**config.mk**
```make
export PLATFORM = sky130hd
export DESIGN_NAME = jtag_scan_engine
export DESIGN_NICKNAME = d
export VERILOG_FILES = /design/src/rtl/jtag_scan_engine.sv
export SDC_FILE = /design/constraint.sdc
export NUM_CORES = 1
export LEC_CHECK = 0
export ABC_AREA = 1
export BUFFER_PORTS_ARGS = -buffer_cell sky130_fd_sc_hd__clkbuf_2
export CORE_MARGIN = 3
export CORE_UTILIZATION = 52
export DETAILED_ROUTE_END_ITERATION = 10
export PLACE_DENSITY = 0.77
export SYNTH_ARGS = -nofsm -noshare
export SYNTH_HDL_FRONTEND = slang
export SYNTH_SLANG_ARGS = --single-unit
```
**constraint.sdc**
```tcl
create_clock -name clk -period 1.68 [get_ports clk]
set_input_delay 0.168 -clock clk [delete_from_list [all_inputs] [get_ports clk]]
set_output_delay 0.168 -clock clk [all_outputs]
set_load 0.01 [all_outputs]
```
**src/rtl/jtag_scan_engine.sv**
```systemverilog
// rtl/jtag_scan_engine.sv - JTAG TAP scan engine with TCK divider, IR/DR scan, RTI and abort
module jtag_scan_engine #(
    parameter int MAXBITS = 64,
    parameter int CNTW    = 7,
    parameter int DIVW    = 8
) (
    input  logic               clk,
    input  logic               rst_n,
    input  logic [DIVW-1:0]    div,
    input  logic [1:0]         cmd,
    input  logic [CNTW-1:0]    len,
    input  logic [MAXBITS-1:0] din,
    input  logic [7:0]         rti_cycles,
    input  logic               go,
    input  logic               abort,
    output logic               busy,
    output logic               done,
    output logic               aborted,
    output logic [MAXBITS-1:0] dout,
    output logic               tck,
    output logic               tms,
    output logic               tdi,
    input  logic               tdo
);

    // Step counter must cover both scan bits and up to 255 idle TCKs.
    localparam int CW = (CNTW > 8) ? CNTW : 8;
    localparam int IW = $clog2(MAXBITS);
    localparam logic [CNTW-1:0] LEN_MAX = CNTW'(MAXBITS - 1);

    typedef enum logic [2:0] {
        S_IDLE, S_TMSSEQ, S_SHIFT, S_EXIT, S_RTI, S_ABORT, S_DONE
    } state_t;

    state_t             state_q, state_d;
    logic [1:0]         cmd_q, cmd_d;
    logic [CW-1:0]      len_q, len_d;
    logic [MAXBITS-1:0] din_q, din_d;
    logic [7:0]         rti_q, rti_d;
    logic [DIVW-1:0]    div_q, div_d;
    logic [DIVW-1:0]    div_cnt_q, div_cnt_d;
    logic               tck_q, tck_d;
    logic               tms_q, tms_d;
    logic               tdi_q, tdi_d;
    logic [CW-1:0]      cnt_q, cnt_d;
    logic [MAXBITS-1:0] dout_q, dout_d;
    logic               aborted_q, aborted_d;
    logic               abort_pend_q, abort_pend_d;

    logic               term, fall_ev, rise_ev;
    logic [CNTW-1:0]    len_c;
    logic [IW-1:0]      idx;
    logic [CW-1:0]      seq_last;
    logic               seq_bit;

    assign busy    = (state_q != S_IDLE) && (state_q != S_DONE);
    assign done    = (state_q == S_DONE);
    assign aborted = aborted_q;
    assign dout    = dout_q;
    assign tck     = tck_q;
    assign tms     = tms_q;
    assign tdi     = tdi_q;

    // TCK divider: toggles at terminal count while busy, parked high otherwise.
    always_comb begin
        term      = (div_cnt_q == div_q);
        fall_ev   = busy && term && tck_q;
        rise_ev   = busy && term && !tck_q;
        div_cnt_d = div_cnt_q;
        tck_d     = tck_q;
        if (busy) begin
            if (term) begin
                div_cnt_d = '0;
                tck_d     = ~tck_q;
            end else begin
                div_cnt_d = div_cnt_q + DIVW'(1);
            end
        end else begin
            div_cnt_d = '0;
            tck_d     = 1'b1;
        end
    end

    // Scan sequencer: drives TMS/TDI on falls, samples TDO and steps on rises.
    always_comb begin
        state_d      = state_q;
        cmd_d        = cmd_q;
        len_d        = len_q;
        din_d        = din_q;
        rti_d        = rti_q;
        div_d        = div_q;
        tms_d        = tms_q;
        tdi_d        = tdi_q;
        cnt_d        = cnt_q;
        dout_d       = dout_q;
        aborted_d    = aborted_q;
        abort_pend_d = abort_pend_q;

        len_c = (len > LEN_MAX) ? LEN_MAX : len;
        idx   = cnt_q[IW-1:0];

        // Preamble lengths: TLR walk 6, to Shift-IR 4, to Shift-DR 3.
        case (cmd_q)
            2'd0:    seq_last = CW'(5);
            2'd1:    seq_last = CW'(3);
            default: seq_last = CW'(2);
        endcase
        case (cmd_q)
            2'd0:    seq_bit = (cnt_q < CW'(5));
            2'd1:    seq_bit = (cnt_q < CW'(2));
            default: seq_bit = (cnt_q < CW'(1));
        endcase

        // Abort is remembered and honoured at the next fall event.
        if (busy && abort && (state_q != S_ABORT)) begin
            abort_pend_d = 1'b1;
        end

        case (state_q)
            S_IDLE, S_DONE: begin
                state_d      = S_IDLE;
                abort_pend_d = 1'b0;
                if (go) begin
                    cmd_d     = cmd;
                    len_d     = CW'(len_c);
                    din_d     = din;
                    rti_d     = rti_cycles;
                    div_d     = div;
                    cnt_d     = '0;
                    aborted_d = 1'b0;
                    for (int i = 0; i < MAXBITS; i++) begin
                        if (i > int'(len_c)) begin
                            dout_d[i] = 1'b0;
                        end
                    end
                    if (cmd != 2'd3) begin
                        state_d = S_TMSSEQ;
                    end else if (rti_cycles == 8'd0) begin
                        state_d = S_DONE;
                    end else begin
                        state_d = S_RTI;
                    end
                end
            end
            default: begin
                if (fall_ev) begin
                    tdi_d = 1'b1;
                    if (abort_pend_q && (state_q != S_ABORT)) begin
                        state_d      = S_ABORT;
                        cnt_d        = '0;
                        tms_d        = 1'b1;
                        abort_pend_d = 1'b0;
                    end else begin
                        case (state_q)
                            S_TMSSEQ: tms_d = seq_bit;
                            S_SHIFT: begin
                                tms_d = (cnt_q == len_q);
                                tdi_d = din_q[idx];
                            end
                            S_EXIT:   tms_d = (cnt_q == '0);
                            S_ABORT:  tms_d = (cnt_q < CW'(5));
                            default:  tms_d = 1'b0;
                        endcase
                    end
                end
                if (rise_ev) begin
                    cnt_d = cnt_q + CW'(1);
                    case (state_q)
                        S_TMSSEQ: begin
                            if (cnt_q == seq_last) begin
                                cnt_d   = '0;
                                state_d = (cmd_q == 2'd0) ? S_DONE : S_SHIFT;
                            end
                        end
                        S_SHIFT: begin
                            dout_d[idx] = tdo;
                            if (cnt_q == len_q) begin
                                cnt_d   = '0;
                                state_d = S_EXIT;
                            end
                        end
                        S_EXIT: begin
                            if (cnt_q == CW'(1)) begin
                                cnt_d   = '0;
                                state_d = (rti_q == 8'd0) ? S_DONE : S_RTI;
                            end
                        end
                        S_RTI: begin
                            if (cnt_q == CW'(rti_q - 8'd1)) begin
                                cnt_d   = '0;
                                state_d = S_DONE;
                            end
                        end
                        default: begin
                            if (cnt_q == CW'(5)) begin
                                cnt_d     = '0;
                                state_d   = S_DONE;
                                aborted_d = 1'b1;
                            end
                        end
                    endcase
                end
            end
        endcase
    end

    // State and datapath registers with asynchronous reset to the parked TAP levels.
    always_ff @(posedge clk or negedge rst_n) begin
        if (!rst_n) begin
            state_q      <= S_IDLE;
            cmd_q        <= '0;
            len_q        <= '0;
            din_q        <= '0;
            rti_q        <= '0;
            div_q        <= '0;
            div_cnt_q    <= '0;
            tck_q        <= 1'b1;
            tms_q        <= 1'b1;
            tdi_q        <= 1'b1;
            cnt_q        <= '0;
            dout_q       <= '0;
            aborted_q    <= 1'b0;
            abort_pend_q <= 1'b0;
        end else begin
            state_q      <= state_d;
            cmd_q        <= cmd_d;
            len_q        <= len_d;
            din_q        <= din_d;
            rti_q        <= rti_d;
            div_q        <= div_d;
            div_cnt_q    <= div_cnt_d;
            tck_q        <= tck_d;
            tms_q        <= tms_d;
            tdi_q        <= tdi_d;
            cnt_q        <= cnt_d;
            dout_q       <= dout_d;
            aborted_q    <= aborted_d;
            abort_pend_q <= abort_pend_d;
        end
    end

endmodule

```
Yosys cells after proc, flatten, opt, wreduce, memory -nomap -nowiden. Cells that the tools add are included.

Eq/ne operators: 82. Order comparisons: 69. Muxes and demuxes: 118. Reductions and logical operators: 90. Add/sub/neg operators: 3. Bitwise operators: 2.

Operators by type and width (count): AND reduction 4 bit (64); greater-than comparator 6 x 7 -> 1 bit, first input constant (32); inequality test 2 bit, second input constant (65); 2-to-1 mux 64 bit (2); 2-to-1 mux 63 bit (2); greater-than comparator 5 x 7 -> 1 bit, first input constant (16); 2-to-1 mux 8 bit (12); 2-to-1 mux 1 bit (79); bitwise mux 64 bit (1); greater-than comparator 4 x 7 -> 1 bit, first input constant (8); 2-to-1 mux 3 bit (12); case mux 8 bit (4 select lines) (1); greater-than comparator 3 x 7 -> 1 bit, first input constant (4); equality test 8 bit (3); zero test 8 bit (3); adder 8 x 1 -> 8 bit, second input constant (2); greater-than comparator 2 x 7 -> 1 bit, first input constant (2); case mux 3 bit (4 select lines) (1); equality test 3 bit, second input constant (3); nonzero test 3 bit (3); equality test 8 x 1 -> 1 bit, second input constant (1); equality test 8 x 3 -> 1 bit, second input constant (1); equality test 8 x 7 -> 1 bit (1); logical AND 1 bit (8); other kinds (29) (38).

Flip-flop bits (word level): 177. Output and inout port bits: 70. Bits of input ports: 94. Word-level logic and storage cells: 441.

Longest topological paths before layout. Gate-level depths: netlist (run 1).

Depth in word-level cells: 9. Gate-level depth with buffers: 16. Depth with buffers taken out: 16.

Least setup slack after synthesis (run 1). Ideal clock, no wire load.

Path kind: register to register. Start point: reg state_q[0]. End point: reg dout_q[12], in the netlist dout[12]. Buffers on the path: 1. Arrival time: 1634 ps. Stages on the path, launching flop included: 14. Setup slack: -71 ps. Cells stage by stage: dfrtp_1 -> inv_1 -> nand3_1 -> nand2_2 -> inv_4 -> nor2_4 -> inv_2 -> nand2_4 -> nand2_2 -> buf_4 -> a21oi_2 -> nand2_1 -> nand2_1 -> nand2_1.

Cells in the longest elaborated chain, start to end: 6.

RTL lines: start, declared (RTL line 35) `state_t state_q, state_d;`; start signal, assigned (RTL line 225) `state_q <= state_d;`; inequality test 3 bit or nonzero test 3 bit (tied branches) (RTL line 56) `assign busy = (state_q != S_IDLE) && (state_q != S_DONE);`; logical AND 1 bit (RTL line 56); logical AND 1 bit (2 in series) (RTL line 68) `rise_ev = busy && term && !tck_q;`; nonzero test 2 bit (no line); AND reduction 4 bit (no line); end signal, assigned (RTL line 236) `dout_q <= dout_d;`; end, declared (RTL line 46) `logic [MAXBITS-1:0] dout_q, dout_d;`.

Several ways; a longest one is shown, not always the timed one. A chain may end at the register's enable or synchronous reset.

Worst setup path after layout (run 1).
Start point: reg div_q[2]. End point: reg dout_q[55], in the netlist dout[55].

Cells in the longest elaborated chain, start to end: 5.

RTL lines: start, declared (RTL line 40) `logic [DIVW-1:0] div_q, div_d;`; start signal, assigned (RTL line 230) `div_q <= div_d;`; equality test 8 bit (RTL line 66) `term = (div_cnt_q == div_q);`; logical AND 1 bit (2 in series) (RTL line 68); nonzero test 2 bit (no line); AND reduction 4 bit (no line).

Every way passes these cells.

==> out/metrics.cfg, run 1 <==
[floorplanning]
std_cell_rows=50
die_width_microns=146
fp.coreArea_sq_mm=0.0190
pin_count=164
initial_utilization_pct=53.8
die_area_sq_mm=0.0213
die_height_microns=146

[detailed_routing]
vias_per_cell=5.86
drtIter0Drc=1505
route.vias.total=12800
routed_wirelength_microns=45300
routed_wire_length_per_instance_microns=20.7
drc=0
ant_nets=0
detail_route.first_pass.iterations=8

[global_route]
grt_pass1_vias=12400
grt_start_max_net_pins=75
antenna_found_initial=5
grt.overflow.total=0
first_pass_grt_wire_length_microns=65400
grt.total_usage_pct=38.6

[synth]
edff_count_synth=0
netlist_area_sq_mm=0.0102
most_frequent_cells_after_synthesis=sky130_fd_sc_hd__nand2_1, sky130_fd_sc_hd__dfrtp_1, sky130_fd_sc_hd__nor2_1, sky130_fd_sc_hd__o21ai_0, sky130_fd_sc_hd__inv_1
yosys-top-cells-area=sky130_fd_sc_hd__dfrtp_1, sky130_fd_sc_hd__nand2_1, sky130_fd_sc_hd__nor2_1, sky130_fd_sc_hd__o21ai_0, sky130_fd_sc_hd__inv_1
yosys_warnings=0
most_instantiated_library_cell_after_synthesis=sky130_fd_sc_hd__nand2_1
yosys_cell_types=41
post_synth.cell_area_avg_sq_um=6.97
synth_top_area_share_pct=42.7
synth_nets=1563
synthesis.instances=1463
ys_dominant_reg_cell=sky130_fd_sc_hd__dfrtp_1
netlist.top_cell.by_area=sky130_fd_sc_hd__dfrtp_1
share_of_async_settable_or_async_resettable_flops_after_synthesis_pct=100
yosysSeqAreaShare_pct=43.5
ys_seq_elements=177

[cells_and_area]
drive_above_1_share_pct=33.2
final_cell_area_sq_mm=0.0155
multi_input_comb_area_sq_mm=0.00568
fin_util_pct=81.7
layout.filler_cells=1158
net_total_in_the_final_layout=2014
area_delta_synth_final_pct=51.9
seq_cell_area_sq_mm=0.00444

[timing]
final_worst_path_period_need_ns=2.26
finalHoldViolations=0
grt_setup_unrepaired=true
tightestPinTransition_ns=0.511
finClkSkew_ns=0.0121
finalSetupViolations=98
maxSlewViolCount=0
postLayoutSetupSlackWorst_ns=-0.582
max_freq_mhz=442
final_min_period_over_clock_period_pct=135
max_slew_margin_pct=66.0
finalSetupTns_ns=-38.89

[power]
peak_ir_drop_on_the_vdd_network_v=0.000909
power-per-cell-area_mw_per_mm2=1210
power.static_leakage_nw=7.93

[critical_path]
timing.critical_path.depth=15
critical_path.max_stage_delay_ns=0.38
library_cell_contributing_the_largest_single_delay_on_the_critical_path=sky130_fd_sc_hd__dfrtp_1
path_delay_family=simple AND/OR/NAND/NOR gates
crit_fanout=5
crit_path_cell_trace=inv_1 > nand2_1 > nand2_1 > nor2_4 > nand2_2 > buf_6 > inv_4 > nand2_4 > nor2_4 > nand2_4 > buf_6 > buf_4 > nor4_2 > nand3_1 > nand2_1
end_kind=flop
crit_path_start_kind=flop
critPathBufInv=5
required_ns=2.06
r2r.worst_path.cells=15
worst-endpoint-arrival_ns=2.64
crit_path_frequent_cell=sky130_fd_sc_hd__nand2_1
worst-setup-path-type=flop to flop
reg2reg_slack_ns=-0.58

[clocking]
ctsRootBufferMaster=sky130_fd_sc_hd__clkbuf_16
ctsHtreeMaxLevel=4
cts_tree=yes
clock_latency_of_the_later_clocked_register_in_the_worst_skew_pair_ns=0.44
clkSlewWorstSetupHoldPaths_ns=0.08
numCtsBuffers=17
ctsLongestPathBuffers=2
cts.sinks=177

[placed_design]
detailed_place_hpwl_microns=27000
dpl_cell_area_sq_mm=0.0128
dpl_worst_slack_ns=-0.341
io_buffer_count=163
finalWeightedCongestion=1.00

[hold_path]
hold_path_class=input port to flop
hold-path-cell-count=4

[run]
max_cap_violations=0

[status]
failing_checks=setup timing
result_of_the_run=finished with violations

==> timing repair <==
action,in CTS,in global routing
setup buffers,26,12
hold endpoints to repair,121,1
gates resized for setup,91,167
gates cloned,1,7
hold buffers,81,1
pin swaps,21,79
setup endpoints to repair,83,135
==> layout make-up <==
| type | count | area share, % |
|---|---|---|
| flip-flops and latches | 177 | 28.6 |
| repair buffers | 487 | 25.3 |
| diodes | 5 | 0.0808 |
| multi-input cells | 1104 | 36.7 |
| clock inverters | 14 | 1.11 |
| well taps | 260 | 2.10 |
| inverters | 127 | 3.34 |
| clock buffers | 17 | 2.75 |
==> metrics by stage <==
stage | power (mW) | cells | hold slack, ns
finish | 18.8 | 2191 | 0.110
global route | 19.7 | 2191 | 0.143
CTS | 17.1 | 2176 | 0.000964
detailed placement | 12.5 | 2038 | 0.146
global placement | 12.3 | 2038 | 0.141
floorplan | 9.85 | 1463 | -0.128
==> power breakdown <==
| part | switching (mW) | total (mW) | internal, mW |
|---|---|---|---|
| Sequential | 0.764 | 6.14 | 5.37 |
| Combinational | 5.07 | 8.52 | 3.45 |
| Clock | 2.03 | 4.16 | 2.13 |
==> cell families after synthesis <==
kind of cell               after synthesis  share of synthesized area, %
buffers and inverters                  182                          7.39
DFF                                    177                          43.5
AOI/OAI and AO/OA                      212                          11.9
xor gates and xnor gates                15                          1.29
adders and majority gates                6                         0.736
and+or+nand+nor                        871                          35.3
==> worst register-to-register path: stages (launching register included) <==
cell	delay, ns
sky130_fd_sc_hd__dfrtp_1	0.38
sky130_fd_sc_hd__inv_1	0.09
sky130_fd_sc_hd__nand2_1	0.13
sky130_fd_sc_hd__nand2_1	0.13
sky130_fd_sc_hd__nor2_4	0.12
sky130_fd_sc_hd__nand2_2	0.09
sky130_fd_sc_hd__buf_6	0.13
sky130_fd_sc_hd__inv_4	0.04
sky130_fd_sc_hd__nand2_4	0.05
sky130_fd_sc_hd__nor2_4	0.13
sky130_fd_sc_hd__nand2_4	0.15
sky130_fd_sc_hd__buf_6	0.17
sky130_fd_sc_hd__buf_4	0.15
sky130_fd_sc_hd__nor4_2	0.19
sky130_fd_sc_hd__nand3_1	0.16
sky130_fd_sc_hd__nand2_1	0.09
==> layout by cell type, fill, tap and decap left out, drive strengths merged, types with 3 or more instances in the layout <==
master / count
inv: 130
xnor2: 7
xor2: 8
a22oi: 6
or2: 3
dlygate4sd3: 82
diode: 5
dfrtp: 174
clkinv: 9
nand4: 25
o2111ai: 7
a31oi: 5
nor4: 6
nor3: 23
nand2: 569
a21oi: 23
nor2: 174
dfstp: 3
buf: 238
ha: 6
nand3: 68
o22ai: 6
o21ai: 134
clkbuf: 184
o211ai: 28
==> per-layer routing <==
| metal | wire [microns] | vias to the layer above | GRT usage, % |
|---|---|---|---|
| met5 | 0 | - | 0 |
| met4 | 2990 | 0 | 18.6 |
| met3 | 5400 | 280 | 9.84 |
| met2 | 20700 | 980 | 61.8 |
| met1 | 16100 | 5951 | 49.2 |
| li1 | - | 5620 | - |
==> worst paths after layout <==
check                               from       end
min                        rti_cycles[5]  rti_q[5]
max in group asynchronous          rst_n       tdi
max reg2reg                     div_q[2]  dout[55]
min in group asynchronous          rst_n  rti_q[5]
min reg2reg                      dout[4]   dout[4]
max                             div_q[2]  dout[55]
==> flip-flops by register name (all words and copies together), names as in the netlist, 2 cells and up <==
signal	count
cmd_q	2
len_q	7
dout	64
div_cnt_q	8
din_q	64
rti_q	8
state_q	3
div_q	8
cnt_q	8
Note: power is estimated with default switching activity, not from simulation.
==> inputs of run 2 (changes only) <==
--- a/config.mk
+++ b/config.mk
@@ -5,7 +5,6 @@
 export SDC_FILE = /design/constraint.sdc
 export NUM_CORES = 1
 export LEC_CHECK = 0
-export ABC_AREA = 1
 export BUFFER_PORTS_ARGS = -buffer_cell sky130_fd_sc_hd__clkbuf_2
 export CORE_MARGIN = 3
 export CORE_UTILIZATION = 52
==> out/metrics.cfg, run 2 <==
[synth]
yosys_warnings=0
yosys-top-cells-area=sky130_fd_sc_hd__dfrtp_1, sky130_fd_sc_hd__nand2_1, sky130_fd_sc_hd__o21ai_0, sky130_fd_sc_hd__nand3_1, sky130_fd_sc_hd__a21oi_1
edff_count_synth=0
netlist.top_cell.by_area=sky130_fd_sc_hd__dfrtp_1
share_of_async_settable_or_async_resettable_flops_after_synthesis_pct=100
synth_xor_xnor_area_share_pct=2.96
synth_top_area_share_pct=42.2
synthAdderAreaFrac_pct=0.727
synthesis.instances=1219
synth_compound_gate_area_share_pct=20.8
synth_simple_gate_area_share_pct=25.2
yosysSeqAreaShare_pct=42.9
netlist_area_sq_mm=0.0103
ys_dominant_reg_cell=sky130_fd_sc_hd__dfrtp_1
most_frequent_cells_after_synthesis=sky130_fd_sc_hd__nand2_1, sky130_fd_sc_hd__dfrtp_1, sky130_fd_sc_hd__o21ai_0, sky130_fd_sc_hd__nand3_1, sky130_fd_sc_hd__nor2_1
ys_seq_elements=177
muxShareOfSynthArea_pct=2.58
post_synth.cell_area_avg_sq_um=8.47
synth_nets=1319
synth_top_family_by_area=simple AND/OR/NAND/NOR gates
most_instantiated_library_cell_after_synthesis=sky130_fd_sc_hd__nand2_1
yosys_cell_types=91

[placed_design]
dp_cells=1826
io_buffer_count=163
detailed_place_hpwl_microns=28600
finalWeightedCongestion=1.00
dpl_cell_area_sq_mm=0.0135

[floorplanning]
die_height_microns=147
pin_count=164
die_width_microns=147
initial_utilization_pct=54.1
std_cell_rows=50

[status]
failing_step=global routing (5_1_grt)
toolErrorMsg=[ERROR GRT-0232] Routing congestion too high. Check the congestion heatmap in the GUI.
result_of_the_run=stopped before the end

[global_route]
grt.total_usage_pct=97.4
grt.overflow.total=1402
grt_start_max_net_pins=49

[clocking]
ctsHtreeMaxLevel=4
numCtsBuffers=17
ctsLongestPathBuffers=2
cts.sinks=177
ctsRootBufferMaster=sky130_fd_sc_hd__clkbuf_16

[timing]
crit_endpoint=cnt_q[2]$_DFFE_PN0P_/D
worst_endpoint_kind=register input

## run 2: metrics by stage
step / utilization, % / worst slack, ns / hold slack, ns / setup TNS, ns
3_3_place_gp: 71.0 / -0.524 / 0.116 / -52.84
2_1_floorplan: - / -0.421 / -0.128 / -22.89
3_5_place_dp: 71.0 / -0.543 / 0.119 / -59.22
4_1_cts: 88.2 / -0.468 / 0.191 / -39.96
## run 2: logic make-up after synthesis
logic type | Yosys count
AOI/OAI and AO/OA | 317
buffers and inverters | 112
DFF | 177
xor gates and xnor gates | 34
and+or+nand+nor | 556
muxes | 17
adders and majority gates | 6
## run 2: metal layers
metal  overflow  track usage, %
met3         32            78.7
met1         21            89.9
met5          4            45.5
met4        314             106
met2       1031             121
## run 2: repair_timing
| action | in CTS |
|---|---|
| pin swaps | 132 |
| setup buffers | 48 |
| hold endpoints to repair | 116 |
| cloned | 19 |
| setup endpoints to repair | 177 |
| gates resized for setup | 248 |
| hold buffers | 84 |
==> inputs of run 3 (changes only) <==
--- a/config.mk
+++ b/config.mk
@@ -7,9 +7,9 @@
 export LEC_CHECK = 0
 export BUFFER_PORTS_ARGS = -buffer_cell sky130_fd_sc_hd__clkbuf_2
 export CORE_MARGIN = 3
-export CORE_UTILIZATION = 52
+export CORE_UTILIZATION = 40
 export DETAILED_ROUTE_END_ITERATION = 10
-export PLACE_DENSITY = 0.77
+export PLACE_DENSITY_LB_ADDON = 0.15
 export SYNTH_ARGS = -nofsm -noshare
 export SYNTH_HDL_FRONTEND = slang
 export SYNTH_SLANG_ARGS = --single-unit
==> constraint.sdc (replaced) <==
create_clock -name clk -period 2.18 [get_ports clk]
set_input_delay 0.218 -clock clk [delete_from_list [all_inputs] [get_ports clk]]
set_output_delay 0.218 -clock clk [all_outputs]
set_load 0.01 [all_outputs]
==> out/metrics.cfg, run 3 <==
[status]
result_of_the_run=finished with violations
failing_checks=setup timing

[cells_and_area]
layout_common_cells=sky130_fd_sc_hd__nand2_1, sky130_fd_sc_hd__dfrtp_1, sky130_fd_sc_hd__buf_4
seq_cell_area_sq_mm=0.00444
final_common_cell=sky130_fd_sc_hd__nand2_1
layout.filler_cells=2332
drive_above_1_share_pct=30.5
net_total_in_the_final_layout=1671
multi_input_comb_area_sq_mm=0.00566
final_cells=1914
n_antenna_cell=0
area_delta_synth_final_pct=39.2

[power]
p_int_mw=8.65
power.static_leakage_nw=6.75
power.share.combinational_pct=44.7
totalPowerFinal_mw=14.8
share_clk_of_total_power_pct=21.8
peak_ir_drop_on_the_vdd_network_v=0.000637
p_sw_share_pct=41.4
power_frac_seq_pct=33.5
net-switching-power_mw=6.10
power-per-cell-area_mw_per_mm2=1030

[synth]
synth_nets=1319
netlist.top_cell.by_area=sky130_fd_sc_hd__dfrtp_1
ys_seq_elements=177
share_of_async_settable_or_async_resettable_flops_after_synthesis_pct=100
yosysSeqAreaShare_pct=42.9
ys_dominant_reg_cell=sky130_fd_sc_hd__dfrtp_1
most_frequent_cells_after_synthesis=sky130_fd_sc_hd__nand2_1, sky130_fd_sc_hd__dfrtp_1, sky130_fd_sc_hd__o21ai_0, sky130_fd_sc_hd__nand3_1, sky130_fd_sc_hd__nor2_1
yosys-top-cells-area=sky130_fd_sc_hd__dfrtp_1, sky130_fd_sc_hd__nand2_1, sky130_fd_sc_hd__o21ai_0, sky130_fd_sc_hd__nand3_1, sky130_fd_sc_hd__a21oi_1
netlist_area_sq_mm=0.0103
yosys_cell_types=91
most_instantiated_library_cell_after_synthesis=sky130_fd_sc_hd__nand2_1
post_synth.cell_area_avg_sq_um=8.47
synthesis.instances=1219
synth_top_area_share_pct=42.2
edff_count_synth=0
yosys_warnings=0

[detailed_routing]
routed_wire_length_per_instance_microns=19.9
route.vias.total=10700
ant_nets=0
drc=0
vias_per_cell=5.61
routed_wirelength_microns=38200
drtIter0Drc=911
detail_route.first_pass.iterations=5

[clocking]
cts_tree=yes
numCtsBuffers=17
clock_latency_of_the_later_clocked_register_in_the_worst_skew_pair_ns=0.44
ctsHtreeMaxLevel=4
clkSlewWorstSetupHoldPaths_ns=0.07
ctsLongestPathBuffers=2
ctsRootBufferMaster=sky130_fd_sc_hd__clkbuf_16
cts.sinks=177

[critical_path]
crit_fanout=6
end_kind=flop
crit_path_start_kind=flop
worst-setup-path-type=flop to flop
required_ns=2.51
worst-endpoint-arrival_ns=2.57

[timing]
grt_setup_unrepaired=true
max_slew_margin_pct=52.9
finalHoldViolations=0
final_min_period_over_clock_period_pct=103
postLayoutSetupSlackWorst_ns=-0.0629
finalSetupViolations=5
final_worst_path_period_need_ns=2.24
max_freq_mhz=446
tightestPinTransition_ns=0.689
finClkSkew_ns=0.0148
maxSlewViolCount=0

[floorplanning]
pin_count=164
std_cell_rows=58
die_width_microns=167
fp.coreArea_sq_mm=0.0253
initial_utilization_pct=40.9
die_area_sq_mm=0.0278
die_height_microns=167

[global_route]
grt.total_usage_pct=26.7
first_pass_grt_wire_length_microns=59500
antenna_found_initial=0
grt_pass1_vias=10300
grt_start_max_net_pins=55
grt.overflow.total=0

[placed_design]
io_buffer_count=163
finalWeightedCongestion=0.965
dp_cells=1793
detailed_place_hpwl_microns=27500

[run]
max_cap_violations=0

[hold_path]
hold_path_class=input port to flop

[run 3: cell families after synthesis]
family / share of synthesized area [%]
XOR/XNOR: 2.96
AO/OA/AOI/OAI: 20.8
adder cells (fa/ha/maj): 0.727
AND/OR/NAND/NOR: 25.2
multiplexers: 2.58
flip-flops: 42.9
buffers and inverters: 4.86
[run 3: worst max-delay path, stage by stage (launching register included)]
cell and delay (ns):
sky130_fd_sc_hd__dfrtp_2 0.44, sky130_fd_sc_hd__or3_4 0.39, sky130_fd_sc_hd__o31a_1 0.25, sky130_fd_sc_hd__a211oi_2 0.22, sky130_fd_sc_hd__o2111ai_4 0.23, sky130_fd_sc_hd__buf_6 0.19
sky130_fd_sc_hd__a32o_1 0.20, sky130_fd_sc_hd__a31o_2 0.20
[run 3: timing repair]
action,in CTS,in global routing
cloned,0,1
pin swaps,10,18
gates resized for setup,16,55
setup endpoints to repair,14,66
hold endpoints to repair,117,0
hold buffers,73,0
setup buffers,8,7
[run 3: final timing paths]
| kind | from | cells past startpoint | end | slack, ns |
|---|---|---|---|---|
| max | rti_q[2] | 7 | cnt_q[3] | -0.06 |
| min | din[62] | 3 | din_q[62] | 0.0004 |
| max reg2reg | rti_q[2] | 7 | cnt_q[3] | -0.06 |
| min reg2reg | din_q[52] | 2 | din_q[52] | 0.48 |
| max in group asynchronous | rst_n | 3 | tdi | 1.15 |
| min in group asynchronous | rst_n | 2 | div_q[6] | 0.29 |
[run 3: metal layers]
layer / track usage (%) / up-vias / share of wire (%) / wire [microns]
li1: - / 5084 / - / -
met1: 38.6 / 5170 / 45 / 17100
met2: 42.2 / 437 / 47 / 17800
met3: 4.79 / 54 / 7.0 / 2680
met4: 6.03 / 0 / 1.6 / 626
met5: 0 / - / 0 / 0
[run 3: power by group through the flow]
stage / clock network (mW) / logic, mW / registers, mW
after CTS: 3.24 / 6.24 / 4.89
after floorplan: 0 / 3.73 / 4.71
after global placement: 0 / 5.97 / 4.95
after detailed placement: 0 / 6.01 / 4.95
after global routing: 3.38 / 7.23 / 5.04
final: 3.22 / 6.59 / 4.94
[run 3: final cells by class]
class | instances | share of cell area (%)
Multi-Input combinational cell | 930 | 39.4
Sequential cell | 177 | 30.9
Timing Repair Buffer | 424 | 22.1
Clock buffer | 18 | 3.05
Tap cell | 330 | 2.87
Clock inverter | 14 | 1.14
Inverter | 21 | 0.583
[run 3: through the flow]
step / instance area, sq um / util [%] / TNS, ns / hold WS [ns] / setup WS (ns)
final: 14400 / 56.9 / -0.122 / 0.000433 / -0.0629
after global placement: 12600 / 50.0 / -0.198 / 0.197 / -0.188
after global routing: 14400 / 56.9 / -0.688 / 0.0127 / -0.104
after CTS: 14100 / 55.7 / -0.0684 / 0.00144 / -0.0538
after detailed placement: 12600 / 50.0 / -0.303 / 0.197 / -0.164
after floorplan: 10400 / - / 0 / -0.0776 / 0.00866
==> inputs of run 4 (changes only) <==
--- a/config.mk
+++ b/config.mk
@@ -5,6 +5,7 @@
 export SDC_FILE = /design/constraint.sdc
 export NUM_CORES = 1
 export LEC_CHECK = 0
+export ABC_AREA = 1
 export BUFFER_PORTS_ARGS = -buffer_cell sky130_fd_sc_hd__clkbuf_2
 export CORE_MARGIN = 3
 export CORE_UTILIZATION = 40
==> out/metrics.cfg, run 4 (synthesis gave the netlist of run 1 again) <==
[status]
result_of_the_run=complete, no violations

[critical_path]
path_delay_family=simple AND/OR/NAND/NOR gates
critical_path.reg2reg.endpoint=cnt_q[7]
worst-setup-path-type=flop to flop
timing.critical_path.depth=11
required_ns=2.51
reg2reg_slack_ns=0.14
crit_fanout=8
worst-endpoint-arrival_ns=2.37
library_cell_contributing_the_largest_single_delay_on_the_critical_path=sky130_fd_sc_hd__dfrtp_1
critPathBufInv=1
crit_path_start_kind=flop
crit_path_cell_trace=buf_4 > nand2_1 > nand3_1 > nor2_1 > o21ai_0 > nand2_1 > nand2_1 > a21oi_1 > nand3_4 > nand4_1 > nand2_1
crit_path_frequent_cell=sky130_fd_sc_hd__nand2_1
r2r.worst_path.cells=11
end_kind=flop
timing.rr.start=cnt_q[0]
critical_path.max_stage_delay_ns=0.48

[timing]
maxSlewViolCount=0
finalSetupTns_ns=0
max_freq_mhz=489
tightestPinTransition_ns=0.570
finalHoldViolations=0
finClkSkew_ns=0.0143
finalSetupViolations=0
final_worst_path_period_need_ns=2.04
final_min_period_over_clock_period_pct=93.7
max_slew_margin_pct=62.0
whs_ns=0.0121

[cells_and_area]
layout_common_cells=sky130_fd_sc_hd__nand2_1, sky130_fd_sc_hd__dfrtp_1, sky130_fd_sc_hd__clkbuf_2
layout.filler_cells=2474
final_common_cell=sky130_fd_sc_hd__nand2_1
area_delta_synth_final_pct=30.0
net_total_in_the_final_layout=1850
drive_above_1_share_pct=20.4
n_antenna_cell=0

[hold_path]
hold_path_class=input port to flop
worst_hold_path.endpoint=div_q[7]
holdCritStartpoint=div[7]
hold-path-cell-count=3

[detailed_routing]
route.vias.total=10800
detailroute.wirelength.met2_microns=16800
wirelength_met1_microns=17100
drc=0
detail_route.first_pass.iterations=6
ant_nets=0
drtIter0Drc=930
routed_wire_length_per_instance_microns=17.7
met3_wirelength_microns=2540
vias_per_cell=5.16
routed_wirelength_microns=37000
top_signal_layer_used=met4

[floorplanning]
die_height_microns=166
die_area_sq_mm=0.0274
die_width_microns=166
fp.coreArea_sq_mm=0.0247
initial_utilization_pct=41.3
std_cell_rows=57
pin_count=164

[global_route]
grt_start_max_net_pins=116
first_pass_grt_wire_length_microns=58900
antenna_found_initial=0
grt.total_usage_pct=26.7
grt_pass1_vias=10400
grt.overflow.total=0

[clocking]
cts_tree=yes
numCtsBuffers=17
ctsRootBufferMaster=sky130_fd_sc_hd__clkbuf_16
ctsHtreeMaxLevel=4
cts.sinks=177
ctsLongestPathBuffers=2
clkSlewWorstSetupHoldPaths_ns=0.08
clock_latency_of_the_later_clocked_register_in_the_worst_skew_pair_ns=0.44

[power]
peak_ir_drop_on_the_vdd_network_v=0.000468
power-per-cell-area_mw_per_mm2=927
power.static_leakage_nw=6.85

[placed_design]
finalWeightedCongestion=0.967
io_buffer_count=163
detailed_place_hpwl_microns=27200

[run]
max_cap_violations=0

run 4: cell count changes in the layout (fill, tap and decap cells not counted), moves of 23 or more:
cell                      previous run  this run
sky130_fd_sc_hd__nand2_1           312       560
sky130_fd_sc_hd__nor2_1             51       159
sky130_fd_sc_hd__inv_1              15       101
sky130_fd_sc_hd__buf_4             164        91
sky130_fd_sc_hd__o21ai_0            71       102
sky130_fd_sc_hd__a21oi_1            42        19
run 4: worst max-delay path by stage:
stage                       startpoint       end  slack (ns)
after CTS                 div_cnt_q[6]  dout[36]        0.03
after floorplan             state_q[0]  dout[12]        0.43
final                         cnt_q[0]  cnt_q[7]        0.14
after global placement          len[6]   dout[2]       -0.02
after global routing          cnt_q[0]  cnt_q[1]       -0.01
after detailed placement  div_cnt_q[6]  dout[36]        0.06
run 4: final cells by class:
class / count / area [sq um] / area share (%)
Multi-Input combinational cell: 1104 / 5050 / 38.1
Inverter: 127 / 479 / 3.61
Sequential cell: 177 / 4440 / 33.5
Clock inverter: 14 / 165 / 1.25
Clock buffer: 18 / 429 / 3.24
Timing Repair Buffer: 323 / 2300 / 17.3
Tap cell: 324 / 405 / 3.06
run 4: per-stage QoR:
stage	std cells	worst slack [ns]	cell area, sq um	util [%]	power, mW
floorplan	1463	0.429	10200	-	7.54
global placement	1994	-0.0238	12000	48.6	8.92
detailed placement	1994	0.0583	12000	48.6	9.00
CTS	2083	0.0345	13200	53.3	12.2
global route	2087	-0.0136	13300	53.7	13.1
finish	2087	0.136	13300	53.7	12.3
run 4: timing repair:
item                                    CTS  global route
hold buffers                             57             0
resized for setup                         0            18
endpoints found under the hold margin    87             0
endpoints found under the setup margin    0            72
setup buffers                             0             4
run 4: worst reg2reg max path, delay by kind of cell (launching register included):
| family | cells | cell delay (ns) |
|---|---|---|
| compound gates | 2 | 0.40 |
| simple gates | 8 | 0.86 |
| buf+inv | 1 | 0.19 |
| flops | 1 | 0.48 |
run 4: power breakdown:
group          internal [mW]  switching (mW)  total (mW)
clock network           1.55            1.58        3.13
logic                   1.59            2.92        4.51
registers               4.14           0.508        4.64
run 4: layer usage:
layer,up-vias,global-route usage [%]
met3,37,4.00
met1,5069,38.0
met5,-,0
met4,0,6.62
met2,386,43.1
li1,5286,-
